[config.mk]
export PLATFORM = sky130hd
export DESIGN_NAME = mc_controller
export DESIGN_NICKNAME = d
export VERILOG_FILES = /design/src/rtl/riscv_pkg.sv /design/src/rtl/mc_mainfsm.sv /design/src/rtl/mc_controller.sv
export SDC_FILE = /design/constraint.sdc
export NUM_CORES = 1
export LEC_CHECK = 0
export BUFFER_PORTS_ARGS = -buffer_cell sky130_fd_sc_hd__clkbuf_2
export CORE_AREA = 2 2 39 41
export DETAILED_ROUTE_END_ITERATION = 8
export DIE_AREA = 0 0 41 43
export PLACE_DENSITY_LB_ADDON = 0.3
export SYNTH_ARGS = -nofsm -noshare
export SYNTH_HDL_FRONTEND = slang
export SYNTH_SLANG_ARGS = --single-unit
[constraint.sdc]
create_clock -name clk -period 2.7 [get_ports clk]
set_input_delay 0 -clock clk [delete_from_list [all_inputs] [get_ports clk]]
set_output_delay 0 -clock clk [all_outputs]
set_load 0.01 [all_outputs]
[src/rtl/riscv_pkg.sv]
// Shared encodings for the multicycle RV32I control unit: opcodes, FSM states,
// datapath mux selects and ALU controls.
package riscv_pkg;

    localparam logic [6:0] OP_LOAD  = 7'b0000011;
    localparam logic [6:0] OP_STORE = 7'b0100011;
    localparam logic [6:0] OP_RTYPE = 7'b0110011;
    localparam logic [6:0] OP_ITYPE = 7'b0010011;
    localparam logic [6:0] OP_JAL   = 7'b1101111;
    localparam logic [6:0] OP_BEQ   = 7'b1100011;

    typedef enum logic [3:0] {
        FETCH, DECODE, MEMADR, MEMREAD, MEMWB, MEMWRITE,
        EXECR, EXECI, ALUWB, JAL, BEQ, TRAP
    } statetype_t;

    localparam logic [1:0] IMM_I = 2'b00;
    localparam logic [1:0] IMM_S = 2'b01;
    localparam logic [1:0] IMM_B = 2'b10;
    localparam logic [1:0] IMM_J = 2'b11;

    localparam logic [1:0] SRCA_PC    = 2'b00;
    localparam logic [1:0] SRCA_OLDPC = 2'b01;
    localparam logic [1:0] SRCA_RS1   = 2'b10;

    localparam logic [1:0] SRCB_RS2  = 2'b00;
    localparam logic [1:0] SRCB_IMM  = 2'b01;
    localparam logic [1:0] SRCB_FOUR = 2'b10;

    localparam logic [1:0] RES_ALUOUT    = 2'b00;
    localparam logic [1:0] RES_DATA      = 2'b01;
    localparam logic [1:0] RES_ALURESULT = 2'b10;

    localparam logic [1:0] ALUOP_ADD   = 2'b00;
    localparam logic [1:0] ALUOP_SUB   = 2'b01;
    localparam logic [1:0] ALUOP_FUNCT = 2'b10;

    localparam logic [2:0] ALU_ADD = 3'b000;
    localparam logic [2:0] ALU_SUB = 3'b001;
    localparam logic [2:0] ALU_AND = 3'b010;
    localparam logic [2:0] ALU_OR  = 3'b011;
    localparam logic [2:0] ALU_SLT = 3'b101;

    function automatic logic funct3_supported(input logic [2:0] f3);
        case (f3)
            3'b000, 3'b010, 3'b110, 3'b111: return 1'b1;
            default:                        return 1'b0;
        endcase
    endfunction

endpackage

[src/rtl/mc_mainfsm.sv]
// Main Moore FSM of the multicycle controller: state register, next state and
// per-state datapath controls. ILLEGAL_TRAP_EN adds a sticky TRAP state.
module mc_mainfsm
    import riscv_pkg::*;
(
    input  logic       clk,
    input  logic       reset,
    input  logic [6:0] op,
    input  logic       supported,
    output logic [1:0] alusrca,
    output logic [1:0] alusrcb,
    output logic [1:0] resultsrc,
    output logic       adrsrc,
    output logic [1:0] aluop,
    output logic       irwrite,
    output logic       pcupdate,
    output logic       branch,
    output logic       regwrite,
    output logic       memwrite,
    output logic       illegal
);

    statetype_t state;

    always_ff @(posedge clk or negedge reset) begin
        if (!reset) begin
            state <= FETCH;
        end else begin
            case (state)
                FETCH:    state <= DECODE;
                DECODE: begin
                    if (!supported) begin
`ifdef ILLEGAL_TRAP_EN
                        state <= TRAP;
`else
                        state <= FETCH;
`endif
                    end else begin
                        case (op)
                            OP_LOAD, OP_STORE: state <= MEMADR;
                            OP_RTYPE:          state <= EXECR;
                            OP_ITYPE:          state <= EXECI;
                            OP_JAL:            state <= JAL;
                            OP_BEQ:            state <= BEQ;
                            default:           state <= FETCH;
                        endcase
                    end
                end
                MEMADR:   state <= (op == OP_LOAD) ? MEMREAD : MEMWRITE;
                MEMREAD:  state <= MEMWB;
                MEMWB:    state <= FETCH;
                MEMWRITE: state <= FETCH;
                EXECR:    state <= ALUWB;
                EXECI:    state <= ALUWB;
                ALUWB:    state <= FETCH;
                JAL:      state <= ALUWB;
                BEQ:      state <= FETCH;
`ifdef ILLEGAL_TRAP_EN
                TRAP:     state <= TRAP;
`endif
                default:  state <= FETCH;
            endcase
        end
    end

    always_comb begin
        alusrca   = SRCA_PC;
        alusrcb   = SRCB_RS2;
        resultsrc = RES_ALUOUT;
        adrsrc    = 1'b0;
        aluop     = ALUOP_ADD;
        irwrite   = 1'b0;
        pcupdate  = 1'b0;
        branch    = 1'b0;
        regwrite  = 1'b0;
        memwrite  = 1'b0;
        case (state)
            FETCH: begin
                alusrcb   = SRCB_FOUR;
                resultsrc = RES_ALURESULT;
                irwrite   = 1'b1;
                pcupdate  = 1'b1;
            end
            DECODE: begin
                alusrca = SRCA_OLDPC;
                alusrcb = SRCB_IMM;
            end
            MEMADR: begin
                alusrca = SRCA_RS1;
                alusrcb = SRCB_IMM;
            end
            MEMREAD:  adrsrc = 1'b1;
            MEMWB: begin
                resultsrc = RES_DATA;
                regwrite  = 1'b1;
            end
            MEMWRITE: begin
                adrsrc   = 1'b1;
                memwrite = 1'b1;
            end
            EXECR: begin
                alusrca = SRCA_RS1;
                aluop   = ALUOP_FUNCT;
            end
            EXECI: begin
                alusrca = SRCA_RS1;
                alusrcb = SRCB_IMM;
                aluop   = ALUOP_FUNCT;
            end
            ALUWB:    regwrite = 1'b1;
            JAL: begin
                alusrca  = SRCA_OLDPC;
                alusrcb  = SRCB_FOUR;
                pcupdate = 1'b1;
            end
            BEQ: begin
                alusrca = SRCA_RS1;
                aluop   = ALUOP_SUB;
                branch  = 1'b1;
            end
            default: ;
        endcase
        // State is already FETCH during reset; mask strobes so nothing is written.
        if (!reset) begin
            irwrite  = 1'b0;
            pcupdate = 1'b0;
            branch   = 1'b0;
            regwrite = 1'b0;
            memwrite = 1'b0;
        end
    end

`ifdef ILLEGAL_TRAP_EN
    assign illegal = (state == TRAP);
`else
    assign illegal = 1'b0;
`endif

endmodule

[src/rtl/mc_controller.sv]
// Multicycle RV32I control unit: main FSM plus inline ALU and immediate decoders.
// Define ILLEGAL_TRAP_EN to trap unsupported instructions instead of skipping them.
module mc_controller
    import riscv_pkg::*;
(
    input  logic       clk,
    input  logic       reset,
    input  logic [6:0] op,
    input  logic [2:0] funct3,
    input  logic       funct7b5,
    input  logic       zero,
    output logic [1:0] immsrc,
    output logic [1:0] alusrca,
    output logic [1:0] alusrcb,
    output logic [1:0] resultsrc,
    output logic       adrsrc,
    output logic [2:0] alucontrol,
    output logic       irwrite,
    output logic       pcwrite,
    output logic       regwrite,
    output logic       memwrite,
    output logic       illegal
);

    logic [1:0] aluop;
    logic       pcupdate;
    logic       branch;
    logic       supported;

    mc_mainfsm u_fsm (
        .clk       (clk),
        .reset     (reset),
        .op        (op),
        .supported (supported),
        .alusrca   (alusrca),
        .alusrcb   (alusrcb),
        .resultsrc (resultsrc),
        .adrsrc    (adrsrc),
        .aluop     (aluop),
        .irwrite   (irwrite),
        .pcupdate  (pcupdate),
        .branch    (branch),
        .regwrite  (regwrite),
        .memwrite  (memwrite),
        .illegal   (illegal)
    );

    assign pcwrite = pcupdate | (branch & zero);

    always_comb begin
        case (op)
            OP_LOAD, OP_STORE, OP_JAL, OP_BEQ: supported = 1'b1;
            OP_RTYPE, OP_ITYPE:                supported = funct3_supported(funct3);
            default:                           supported = 1'b0;
        endcase
    end

    always_comb begin
        alucontrol = ALU_ADD;
        case (aluop)
            ALUOP_SUB: alucontrol = ALU_SUB;
            ALUOP_FUNCT: begin
                case (funct3)
                    3'b000:  alucontrol = ({op[5], funct7b5} == 2'b11) ? ALU_SUB : ALU_ADD;
                    3'b010:  alucontrol = ALU_SLT;
                    3'b110:  alucontrol = ALU_OR;
                    3'b111:  alucontrol = ALU_AND;
                    default: alucontrol = ALU_ADD;
                endcase
            end
            default:   alucontrol = ALU_ADD;
        endcase
    end

    always_comb begin
        case (op)
            OP_STORE: immsrc = IMM_S;
            OP_BEQ:   immsrc = IMM_B;
            OP_JAL:   immsrc = IMM_J;
            default:  immsrc = IMM_I;
        endcase
    end

endmodule

Word-level counts from Yosys, hierarchy flattened
Cells that the tools add are included.
{"block": "op_classes", "eq_ne": 22, "n_mux": 25, "n_bitwise": 2, "reduce_logical": 14}
{"op": "$pmux W4 S5", "n": 2}
{"op": "$eq A4 B3 Y1 const B", "n": 4}
{"op": "$pmux W2 S2", "n": 4}
{"op": "$eq A7 B6 Y1 const B", "n": 2}
{"op": "$eq A7 B7 Y1 const B", "n": 2}
{"op": "$reduce_or A2 Y1", "n": 7}
{"op": "$mux W1", "n": 13}
{"op": "$eq A4 B4 Y1 const B", "n": 3}
{"op": "$pmux W3 S4", "n": 1}
{"op": "$reduce_or A4 Y1", "n": 3}
{"op": "$eq A4 B2 Y1 const B", "n": 2}
{"op": "$eq A7 B2 Y1 const B", "n": 1}
{"op": "$eq A7 B5 Y1 const B", "n": 1}
{"op": "$eq A3 B3 Y1 const B", "n": 2}
{"op": "$pmux W2 S3", "n": 1}
{"op": "$pmux W3 S2", "n": 1}
{"op": "$reduce_or A3 Y1", "n": 2}
{"op": "$eq A2 B2 Y1 const B", "n": 2}
{"op": "$eq A4 B1 Y1 const B", "n": 1}
{"op": "$logic_not A4 Y1", "n": 1}
{"op": "$mux W4", "n": 1}
{"op": "$eq A3 B2 Y1 const B", "n": 1}
{"op": "$logic_not A3 Y1", "n": 1}
{"op": "$mux W3", "n": 1}
{"op": "4 further kinds", "n": 4}
{"block": "word_totals", "register_bits": 4, "input_bits": 14, "output_inout_bits": 17, "elab_cells": 64}

Depth between registers and ports, before layout
Gate-level depths: netlist of the first run.
{"block": "depth", "depth_word": 6, "mapped_depth": 7, "mapped_depth_nobuf": 6}

Modules after synthesis
From an unflattened synthesis of the first run, not the netlist that was laid out.
{"block": "unflattened", "hier_cells": 84, "area_unflattened_um2": 644.4}
{"mod": "mc_mainfsm", "instances": 1, "cells_per_inst": 57, "area_per_inst_um2": 444.2, "seq_area_each_um2": 100.1}
{"mod": "mc_controller", "instances": 1, "cells_per_inst": 27, "area_per_inst_um2": 200.2, "seq_area_each_um2": 0.0}

Worst setup path after synthesis of the first run
Ideal clock, no wire load.
{"block": "synth_timing", "path_type": "reg-to-reg", "start": "reg u_fsm.state[2]", "end": "reg u_fsm.state[1]", "setup_time_ns": 0.077, "t_arrival_ns": 1.566, "required_ns": 2.623, "path_slack_ns": 1.056, "stages_incl_launch_ff": 5, "n_path_buf": 0, "synth_period_minus_slack_ns": 1.644, "cell_sequence": "dfrtp_1 > or4b_4 > o21ai_1 > or4b_1 > a21oi_1"}
{"block": "synth_between", "elab_chain_len": 3, "word_cells_on_any_way": 9, "cone_classes": "eq/ne: 6; mux: 1; reduce/logical: 2"}
{"item": "from (decl)", "line_no": "mc_mainfsm.sv:23", "source": "statetype_t state;"}
{"item": "from (signal assigned)", "line_no": "mc_mainfsm.sv:49", "source": "MEMADR: state <= (op == OP_LOAD) ? MEMREAD : MEMWRITE;"}
{"item": "$eq A4 B3 Y1 or $eq A4 B4 Y1 (tied branches)", "line_no": "mc_mainfsm.sv:29", "source": "case (state)"}
{"item": "$reduce_or A3 Y1 (no source line)"}
{"item": "$pmux W4 S5 (*)", "line_no": "mc_mainfsm.sv:29"}
Mark *: on every way between the ends. The rest lies on a longest branch, timed or not.

Worst setup path in the final report of the first run
{"block": "layout_timing", "start": "reg u_fsm.state[0]", "end": "out alucontrol[1]"}
{"block": "layout_between", "elab_chain_len": 5, "word_cells_on_any_way": 8, "cone_classes": "eq/ne: 5; mux: 2; reduce/logical: 1"}
{"item": "$eq A4 B3 Y1", "line_no": "mc_mainfsm.sv:77", "source": "case (state)"}
{"item": "$reduce_or A2 Y1 (no source line)"}
{"item": "$pmux W2 S2 (*)", "line_no": "mc_mainfsm.sv:77"}
{"item": "$eq A2 B2 Y1 or $eq A2 B1 Y1 (tied branches)", "line_no": "mc_controller.sv:60", "source": "case (aluop)"}
{"item": "$pmux W3 S2 (*)", "line_no": "mc_controller.sv:60"}
{"item": "to (decl)", "line_no": "mc_controller.sv:17", "source": "output logic [2:0] alucontrol,"}
Marked as above.

==> results of run 1 <==
power by group through the flow:
stage | clock network, mW | registers, mW | logic, mW
after detailed placement | 0 | 0.0945 | 0.166
after global placement | 0 | 0.0930 | 0.165
after global routing | 0.0819 | 0.0984 | 0.187
after floorplan | 0 | 0.0746 | 0.123
final | 0.0724 | 0.0951 | 0.168
after CTS | 0.0751 | 0.0938 | 0.169
per-layer routing:
layer,part of all wire,vias up,GRT usage
met5,0,-,0
met4,0.0065,0,0.0400
met3,0.059,2,0.0471
met2,0.47,21,0.278
met1,0.46,295,0.216
li1,-,340,-
synth_stat cells, drive strengths merged:
master  number
a211oi       1
a21o         2
a21oi        4
a31o         1
a31oi        2
and2         1
and4         1
buf          3
clkbuf       2
conb         1
dfrtp        4
ha           2
inv          6
nand2        7
nand2b       2
nand3        3
nand3b       1
nand4        1
nor2         7
nor2b        4
nor3         5
nor3b        3
nor4         2
nor4b        1
o21a         1
o21ai        3
o31ai        1
o32ai        2
or3          1
or4b         2
xnor2        2
xor2         2
kinds of logic after synthesis:
group / Yosys count / share of synthesized area
AOI/OAI and AO/OA: 17 / 0.201
xor gates and xnor gates: 4 / 0.0634
adders and majority gates: 2 / 0.0452
buffers and inverters: 11 / 0.0815
DFF: 4 / 0.181
other: 1 / 0.00678
and+or+nand+nor: 41 / 0.421
area by class of cell:
cell class | count | area, um2
fill | 153 | 656
multi-input combinational | 65 | 408
timing repair buffer | 30 | 155
sequential | 4 | 100
clock buffer | 3 | 22.5
inverter | 6 | 22.5
tap | 16 | 20.0
critical path, delay by kind of cell, from the launching register on:
family	cells	cell delay, ns
AND/OR/NAND/NOR	3	0.84
buffers and inverters	1	0.16
adder cells (fa/ha/maj)	1	0.34
flip-flops	1	0.51
stage by stage:
step | hold WS (ns) | worst slack [ns] | util | area [um2]
floorplan | -0.296 | 1.06 | - | 553
global placement | -0.166 | 0.862 | 0.503 | 696
detailed placement | -0.163 | 0.844 | 0.503 | 696
CTS | 0.0126 | 0.649 | 0.526 | 728
global route | 0.0289 | 0.425 | 0.526 | 728
finish | 0.0108 | 0.631 | 0.526 | 728
repair_timing:
item	in CTS	in global routing
hold buffers	1	0
gates resized for setup	0	0
endpoints found under the hold margin	4	0
worst paths after layout:
kind	depth (start not counted)	endpoint	slack, ns	from
max	5	alucontrol[1]	0.63	u_fsm.state[0]$_DFF_PN0_
min	3	u_fsm.state[1]$_DFF_PN0_	0.01	op[0]
max reg2reg	4	u_fsm.state[1]$_DFF_PN0_	0.82	u_fsm.state[2]$_DFF_PN0_
min reg2reg	1	u_fsm.state[0]$_DFF_PN0_	0.74	u_fsm.state[3]$_DFF_PN0_
max in group asynchronous	2	u_fsm.state[3]$_DFF_PN0_	2.41	reset
min in group asynchronous	2	u_fsm.state[1]$_DFF_PN0_	0.13	reset
==> results.json, run 1 <==
{
  "yosys_warnings": 0,
  "fp.dieH_um": 43,
  "vdd_drop_max_mv": 0.186,
  "arrival_ns": 2.07,
  "dieArea_mm2": 0.00176,
  "grt_pass1_wl_um": 2110,
  "area_growth_pct": 31.7,
  "place.gp.congestion": 0.770,
  "skew_ns": 0.00261,
  "routedWlPerCell_um": 11.1,
  "finalCriticalPeriod_ns": 2.07,
  "dr.pass1.iters": 4,
  "status": "complete, no violations",
  "p_comb_frac": 0.500,
  "syn_area_per_cell_um2": 6.91,
  "n_antenna_cell": 0,
  "vias_per_cell": 5.31,
  "regMostFlops": "u_fsm.state",
  "start_util": 0.400,
  "pin_count": 31,
  "final_cell_mix": "clkbuf_2 (29), nand2_1 (7), nor2_1 (7)",
  "p_int_uw": 199,
  "worstSetupStartpointType": "flip-flop",
  "drv_slew": 0,
  "cts_root_buf": "clkbuf_4",
  "rows": 14,
  "hold_violations": 0,
  "required_ns": 2.70,
  "port_buffers": 29,
  "critical_path.max_stage_delay_ns": 0.51,
  "post_cts_buffers": 0,
  "dp.final_hpwl_um": 1060,
  "grt_max_degree": 15,
  "critPathSlowestCell": "dfrtp_1",
  "power.leakage_nw": 0.341,
  "largest_reg_flops": 4,
  "drc": 0,
  "finalCritPeriodShare": 0.766,
  "crit_chain": "nand2b_1 -> nor3b_1 -> ha_1 -> nor3_1 -> clkbuf_2",
  "maxCapViolations": 0,
  "netlist_area_um2": 553,
  "grt.total_usage": 0.172,
  "ctsHtreeMaxLevel": 1,
  "rsz0062_at_grt": "false",
  "top_regs": "u_fsm.state x4",
  "wl_um": 1380,
  "num_vias": 658,
  "cts.path.max_buffers": 2,
  "switchingPower_uw": 137,
  "setup_viol": 0,
  "yosys_register_bits": 4,
  "crit_type": "reg2out",
  "final_common_cell": "clkbuf_2",
  "synthesis.instances": 80,
  "synth_fp_nets": 96,
  "end_kind": "output port",
  "dpl.cell_count": 120,
  "p_per_area_mw_per_mm2": 461,
  "synth_area_leaders": "dfrtp_1 (18%), nand2_1 (4.8%), nor2_1 (4.8%), ha_1 (4.5%), nor2b_1 (4.5%)",
  "drtAntennaViolNets": 0,
  "layoutNonFillerInstCount": 124,
  "ys_seq_area_frac": 0.181,
  "pwr-share-seq": 0.284,
  "synth.distinct_cells": 35,
  "path_clk_slew_ns": 0.04,
  "cts_sinks": 4,
  "grt_overflow": 0,
  "grt_pass1_vias": 526,
  "fin_tns_setup_ns": 0,
  "finalPower_uw": 335,
  "drtIter0Drc": 4,
  "post-synth-top-area-fraction": 0.181,
  "die_width_um": 41,
  "yosys.area.top_type": "dfrtp_1",
  "clk_latency_ns": 0.23,
  "hp-class": "in2reg",
  "switching_share": 0.408,
  "cts_buffers": 3,
  "cts_tree": "built",
  "grt_antenna_before_repair": 0,
  "power_frac_clock": 0.216,
  "core-area_mm2": 0.00138,
  "max_freq_ghz": 0.483,
  "layout-drive-gt1-share": 0.315,
  "cp_max_fo": 13,
  "nets": 126
}
No activity file was read; power rests on OpenSTA's default activity.
==> run 2: changes to the inputs <==
--- a/config.mk
+++ b/config.mk
@@ -6,9 +6,9 @@
 export NUM_CORES = 1
 export LEC_CHECK = 0
 export BUFFER_PORTS_ARGS = -buffer_cell sky130_fd_sc_hd__clkbuf_2
-export CORE_AREA = 2 2 39 41
+export CORE_AREA = 2 2 42 44
 export DETAILED_ROUTE_END_ITERATION = 8
-export DIE_AREA = 0 0 41 43
+export DIE_AREA = 0 0 44 46
 export PLACE_DENSITY_LB_ADDON = 0.3
 export SYNTH_ARGS = -nofsm -noshare
 export SYNTH_HDL_FRONTEND = slang
==> constraint.sdc (replaced) <==
create_clock -name clk -period 1.7 [get_ports clk]
set_input_delay 0 -clock clk [delete_from_list [all_inputs] [get_ports clk]]
set_output_delay 0 -clock clk [all_outputs]
set_load 0.01 [all_outputs]
==> results.json, run 2 (synthesis results as in run 1) <==
{
  "power.leakage_nw": 0.408,
  "endpoint": "alucontrol[1]",
  "path_clk_slew_ns": 0.03,
  "largest_reg_flops": 4,
  "critPathTopFamily": "simple AND/OR/NAND/NOR gates",
  "vias_per_cell": 5.29,
  "crit_type": "reg2out",
  "status": "complete, no violations",
  "maxCapViolations": 0,
  "r2r_setup_slack_ns": 0.04,
  "nFillCells": 164,
  "cp.depth": 6,
  "fin_tns_setup_ns": 0,
  "cts_root_buf": "clkbuf_4",
  "finalCritPeriodShare": 0.983,
  "dieArea_mm2": 0.00202,
  "drv_slew": 0,
  "die_width_um": 44,
  "cts.path.max_buffers": 2,
  "vdd_drop_max_mv": 0.371,
  "grt.total_usage": 0.143,
  "drtIter0Drc": 5,
  "cts_tree": "built",
  "startpoint": "u_fsm.state[2]$_DFF_PN0_",
  "routedWlPerCell_um": 11.5,
  "num_vias": 725,
  "hold_slack_ns": 0.0190,
  "layout-drive-gt1-share": 0.408,
  "n_antenna_cell": 0,
  "finalCriticalPeriod_ns": 1.67,
  "worstSetupStartpointType": "flip-flop",
  "rows": 15,
  "port_buffers": 29,
  "skew_ns": 0.000765,
  "ctsHtreeMaxLevel": 1,
  "top_regs": "u_fsm.state x4",
  "reg2reg_depth": 4,
  "dp.final_hpwl_um": 1120,
  "fp.dieH_um": 46,
  "clk_latency_ns": 0.23,
  "design_area_um2": 847,
  "critical_path.max_stage_delay_ns": 0.36,
  "area_growth_pct": 53.2,
  "cts_buffers": 3,
  "crit_buf_inv": 2,
  "grt_max_degree": 14,
  "arrival_ns": 1.67,
  "cp_max_fo": 12,
  "crit_chain": "buf_6 -> nor2b_4 -> nand2_1 -> ha_1 -> nor3_2 -> clkbuf_2",
  "critPathSlowestCell": "dfrtp_1",
  "place.gp.congestion": 0.863,
  "start_util": 0.343,
  "grt_overflow": 0,
  "final_common_cell": "clkbuf_2",
  "core-area_mm2": 0.00161,
  "dr.pass1.iters": 2,
  "end_kind": "output port",
  "placed_cell_area_um2": 734,
  "wl_um": 1580,
  "p_per_area_mw_per_mm2": 657,
  "regToRegStartpoint": "u_fsm.state[3]$_DFF_PN0_",
  "setup_viol": 0,
  "drtAntennaViolNets": 0,
  "grt_antenna_before_repair": 0,
  "hold_violations": 0,
  "regMostFlops": "u_fsm.state",
  "grt_pass1_wl_um": 2210,
  "hp-class": "in2reg",
  "required_ns": 1.70,
  "cts_sinks": 4,
  "drc": 0,
  "r2r-end": "u_fsm.state[1]$_DFF_PN0_",
  "pin_count": 31,
  "grt_pass1_vias": 560,
  "final_cell_mix": "clkbuf_2 (28), buf_4 (11), nand2_1 (7), nor2_1 (7), inv_1 (6)",
  "rsz0062_at_grt": "true",
  "nets": 138,
  "max_freq_ghz": 0.598,
  "finalPower_uw": 557
}
run 2: changes by cell type in the layout (fill, tap and decap cells not counted), sizes merged:
cell / delta
buf: +13
clkbuf: -1
run 2: stage by stage:
step / utilization / cells / setup WS, ns
after floorplan: - / 80 / 0.0561
after global placement: 0.455 / 126 / 0.0635
after global routing: 0.525 / 137 / -0.0466
final: 0.525 / 137 / 0.0288
after CTS: 0.483 / 130 / 0.00318
after detailed placement: 0.455 / 126 / 0.0459
run 2: worst min-delay path by stage:
stage,startpoint,to,slack [ns],cells after the start
finish,op[0],u_fsm.state[1]$_DFF_PN0_,0.02,3
global route,op[0],u_fsm.state[1]$_DFF_PN0_,0.04,3
CTS,op[0],u_fsm.state[1]$_DFF_PN0_,0.02,3
detailed placement,reset,u_fsm.state[2]$_DFF_PN0_,-0.17,1
global placement,reset,u_fsm.state[0]$_DFF_PN0_,-0.17,1
floorplan,reset,u_fsm.state[0]$_DFF_PN0_,-0.30,0
run 2: final cells by class:
| type | count | area, um2 | area share |
|---|---|---|---|
| multi-input cells | 65 | 432 | 0.510 |
| repair buffers | 42 | 249 | 0.294 |
| flip-flops and latches | 4 | 100 | 0.118 |
| clock buffers | 3 | 22.5 | 0.0266 |
| inverters | 6 | 22.5 | 0.0266 |
| well taps | 17 | 21.3 | 0.0251 |
run 2: repair_timing:
action	4_1_cts	5_1_grt
resized for setup	3	4
setup endpoints to repair	3	4
hold buffers	1	0
setup buffers	0	7
endpoints found under the hold margin	4	0
pin swaps	0	2
run 2: worst min-delay path: cells and delay by family:
| kind | cells | cell delay, ns |
|---|---|---|
| buffers and inverters | 1 | 0.09 |
| and+or+nand+nor | 1 | 0.06 |
| AOI/OAI and AO/OA | 1 | 0.06 |
run 2: report_power, final:
part | switching (mW) | internal [mW]
combinational | 0.183 | 0.147
sequential | 0.00755 | 0.108
clock | 0.0330 | 0.0786
total | 0.223 | 0.333
run 2: per-layer routing:
layer,global-route usage,wire [um]
met1,0.180,681
met5,0,0
met4,0.0182,10
met2,0.256,788
met3,0.0317,98
==> run 3: changes to the inputs <==
--- a/config.mk
+++ b/config.mk
@@ -6,10 +6,11 @@
 export NUM_CORES = 1
 export LEC_CHECK = 0
 export BUFFER_PORTS_ARGS = -buffer_cell sky130_fd_sc_hd__clkbuf_2
-export CORE_AREA = 2 2 42 44
+export CORE_AREA = 2 2 44 46
 export DETAILED_ROUTE_END_ITERATION = 8
-export DIE_AREA = 0 0 44 46
-export PLACE_DENSITY_LB_ADDON = 0.3
+export DIE_AREA = 0 0 46 48
+export PLACE_DENSITY = 0.7
 export SYNTH_ARGS = -nofsm -noshare
 export SYNTH_HDL_FRONTEND = slang
+export SYNTH_HIERARCHICAL = 1
 export SYNTH_SLANG_ARGS = --single-unit
==> results.json, run 3 <==
{
  "grt_antenna_before_repair": 0,
  "grt_pass1_wl_um": 2650,
  "hp-class": "in2async",
  "yosys.area.top_type": "dfrtp_1",
  "place.gp.congestion": 0.832,
  "dieArea_mm2": 0.00221,
  "syn_area_per_cell_um2": 7.67,
  "crit_type": "reg2out",
  "finalCriticalPeriod_ns": 1.83,
  "grt_overflow": 0,
  "ctsHtreeMaxLevel": 1,
  "r2r-end": "u_fsm/state[3]$_DFF_PN0_",
  "synth_fp_nets": 100,
  "status": "complete, but fails checks",
  "drc": 0,
  "yosysMostFrequentCell": "nand2_1",
  "drtIter0Drc": 5,
  "cp_max_fo": 4,
  "fp.dieH_um": 48,
  "drtAntennaViolNets": 0,
  "top_regs": "u_fsm/state x4",
  "hold_slack_ns": 0.138,
  "grt.total_usage": 0.167,
  "arrival_ns": 1.83,
  "pin_count": 31,
  "largest_reg_flops": 4,
  "synthesis.instances": 84,
  "vias_per_cell": 5.45,
  "max_freq_ghz": 0.546,
  "yosys_register_bits": 4,
  "maxCapViolations": 0,
  "area_growth_pct": 45.6,
  "clk_latency_ns": 0.23,
  "n_antenna_cell": 0,
  "routedWlPerCell_um": 12.1,
  "cts_root_buf": "clkbuf_4",
  "synthFlopType": "dfrtp_1",
  "path_clk_slew_ns": 0.04,
  "die_width_um": 46,
  "layout-drive-gt1-share": 0.492,
  "violations": "setup timing",
  "skew_ns": 0.00518,
  "cts_sinks": 4,
  "vdd_drop_max_mv": 0.199,
  "ys_seq_area_frac": 0.155,
  "dpl_worst_slack_ns": 0.0410,
  "setup_ws_ns": -0.133,
  "reg2reg_depth": 6,
  "fin_tns_setup_ns": -0.133,
  "grt_max_degree": 11,
  "wl_um": 1700,
  "finalCritPeriodShare": 1.08,
  "num_vias": 768,
  "dr.pass1.iters": 4,
  "final_cell_mix": "clkbuf_2 (26), buf_4 (12), nand2_1 (8)",
  "setup_viol": 1,
  "yosys-top-cells-count": "nand2_1 (8), nor2_1 (7), and2_1 (5)",
  "synth_area_leaders": "dfrtp_1 (16%), xnor2_1 (5.4%), and2_1 (4.9%), nand2_1 (4.7%), a2111oi_4 (4.3%)",
  "core-area_mm2": 0.00169,
  "async_reset_ff_frac": 1.00,
  "end_kind": "output port",
  "nets": 142,
  "dp.final_hpwl_um": 1340,
  "cts_tree": "built",
  "r2r_setup_slack_ns": 0.14,
  "regToRegStartpoint": "u_fsm/state[2]$_DFF_PN0_",
  "regMostFlops": "u_fsm/state",
  "worstSetupStartpointType": "flip-flop",
  "rsz0062_at_grt": "true",
  "power.leakage_nw": 0.430,
  "drv_slew": 0,
  "layoutNonFillerInstCount": 141,
  "rows": 15,
  "cts.path.max_buffers": 2,
  "p_per_area_mw_per_mm2": 339,
  "cts_buffers": 3,
  "grt_pass1_vias": 664,
  "synth_edf_count": 0,
  "synth.distinct_cells": 42,
  "yosys_warnings": 6,
  "hold_violations": 0,
  "port_buffers": 29,
  "dpl.cell_count": 135,
  "required_ns": 1.70,
  "final_common_cell": "clkbuf_2",
  "start_util": 0.381,
  "netlist_area_um2": 644,
  "post-synth-top-area-fraction": 0.155
}
run 3: cell count changes in the layout (fill, tap and decap cells not counted), moves of 2 or more:
cell / change
nor3_1: -2
o21ai_0: -2
xnor2_1: +2
nand2b_1: -2
buf_2: +2
and4bb_2: +2
o211ai_1: +2
clkbuf_2: -2
and2_1: +3
inv_1: -3
inv_2: +2
run 3: layout make-up:
cell class              instances  area [um2]
inverters                       5        18.8
clock buffers                   3        22.5
fillers                       169         751
repair buffers                 42         245
multi-input cells              70         531
well taps                      17        21.3
flip-flops and latches          4         100
run 3: routing by layer:
| metal | vias up | part of all wire | routed length, um | global-route usage |
|---|---|---|---|---|
| li1 | 385 | - | - | - |
| met1 | 349 | 0.43 | 727 | 0.183 |
| met2 | 32 | 0.50 | 848 | 0.308 |
| met3 | 2 | 0.062 | 105 | 0.0226 |
| met4 | 0 | 0.012 | 20 | 0.0914 |
| met5 | - | 0 | 0 | 0 |
run 3: through the flow:
step	utilization	cell area, um2	total power [mW]
6_report	0.556	938	0.318
5_1_grt	0.556	938	0.338
4_1_cts	0.545	921	0.324
3_5_place_dp	0.516	872	0.202
3_3_place_gp	0.516	872	0.200
2_1_floorplan	-	667	0.153
run 3: worst max path at each step:
stage | start | to | slack [ns] | cells past startpoint
2_1_floorplan | u_fsm/state[2]$_DFF_PN0_ | alucontrol[0] | 0.04 | 6
3_3_place_gp | u_fsm/state[2]$_DFF_PN0_ | alucontrol[0] | 0.08 | 6
3_5_place_dp | u_fsm/state[2]$_DFF_PN0_ | alucontrol[0] | 0.04 | 6
4_1_cts | u_fsm/state[2]$_DFF_PN0_ | alucontrol[0] | -0.16 | 6
5_1_grt | u_fsm/state[2]$_DFF_PN0_ | alucontrol[0] | -0.18 | 6
6_report | u_fsm/state[2]$_DFF_PN0_ | alucontrol[0] | -0.13 | 6
run 3: critical path, stage by stage (launching register included):
cell and delay [ns]:
dfrtp_1 0.41, and4bb_2 0.34, inv_2 0.05, ha_4 0.21, or3b_4 0.36, o22ai_2 0.09
buf_2 0.14
run 3: power by group:
group | leakage, nW | switching, mW | internal [mW]
clock | 0.0138 | 0.0357 | 0.0787
combinational | 0.360 | 0.0585 | 0.0471
sequential | 0.0563 | 0.000624 | 0.0973
total | 0.430 | 0.0949 | 0.223
run 3: what timing repair did:
action / in CTS / in global routing
setup buffers: 1 / 1
hold buffers: 1 / 0
setup endpoints to repair: 1 / 3
gates resized for setup: 3 / 6
pin swaps: 5 / 3
hold endpoints to repair: 4 / 0
run 3: cells by family after synthesis:
group | after synthesis | share of synthesized area
buffers and inverters | 10 | 0.0796
AOI/OAI and AO/OA | 16 | 0.210
other | 1 | 0.00582
DFF | 4 | 0.155
and+or+nand+nor | 45 | 0.429
adders and majority gates | 2 | 0.0388
xor gates and xnor gates | 6 | 0.0816
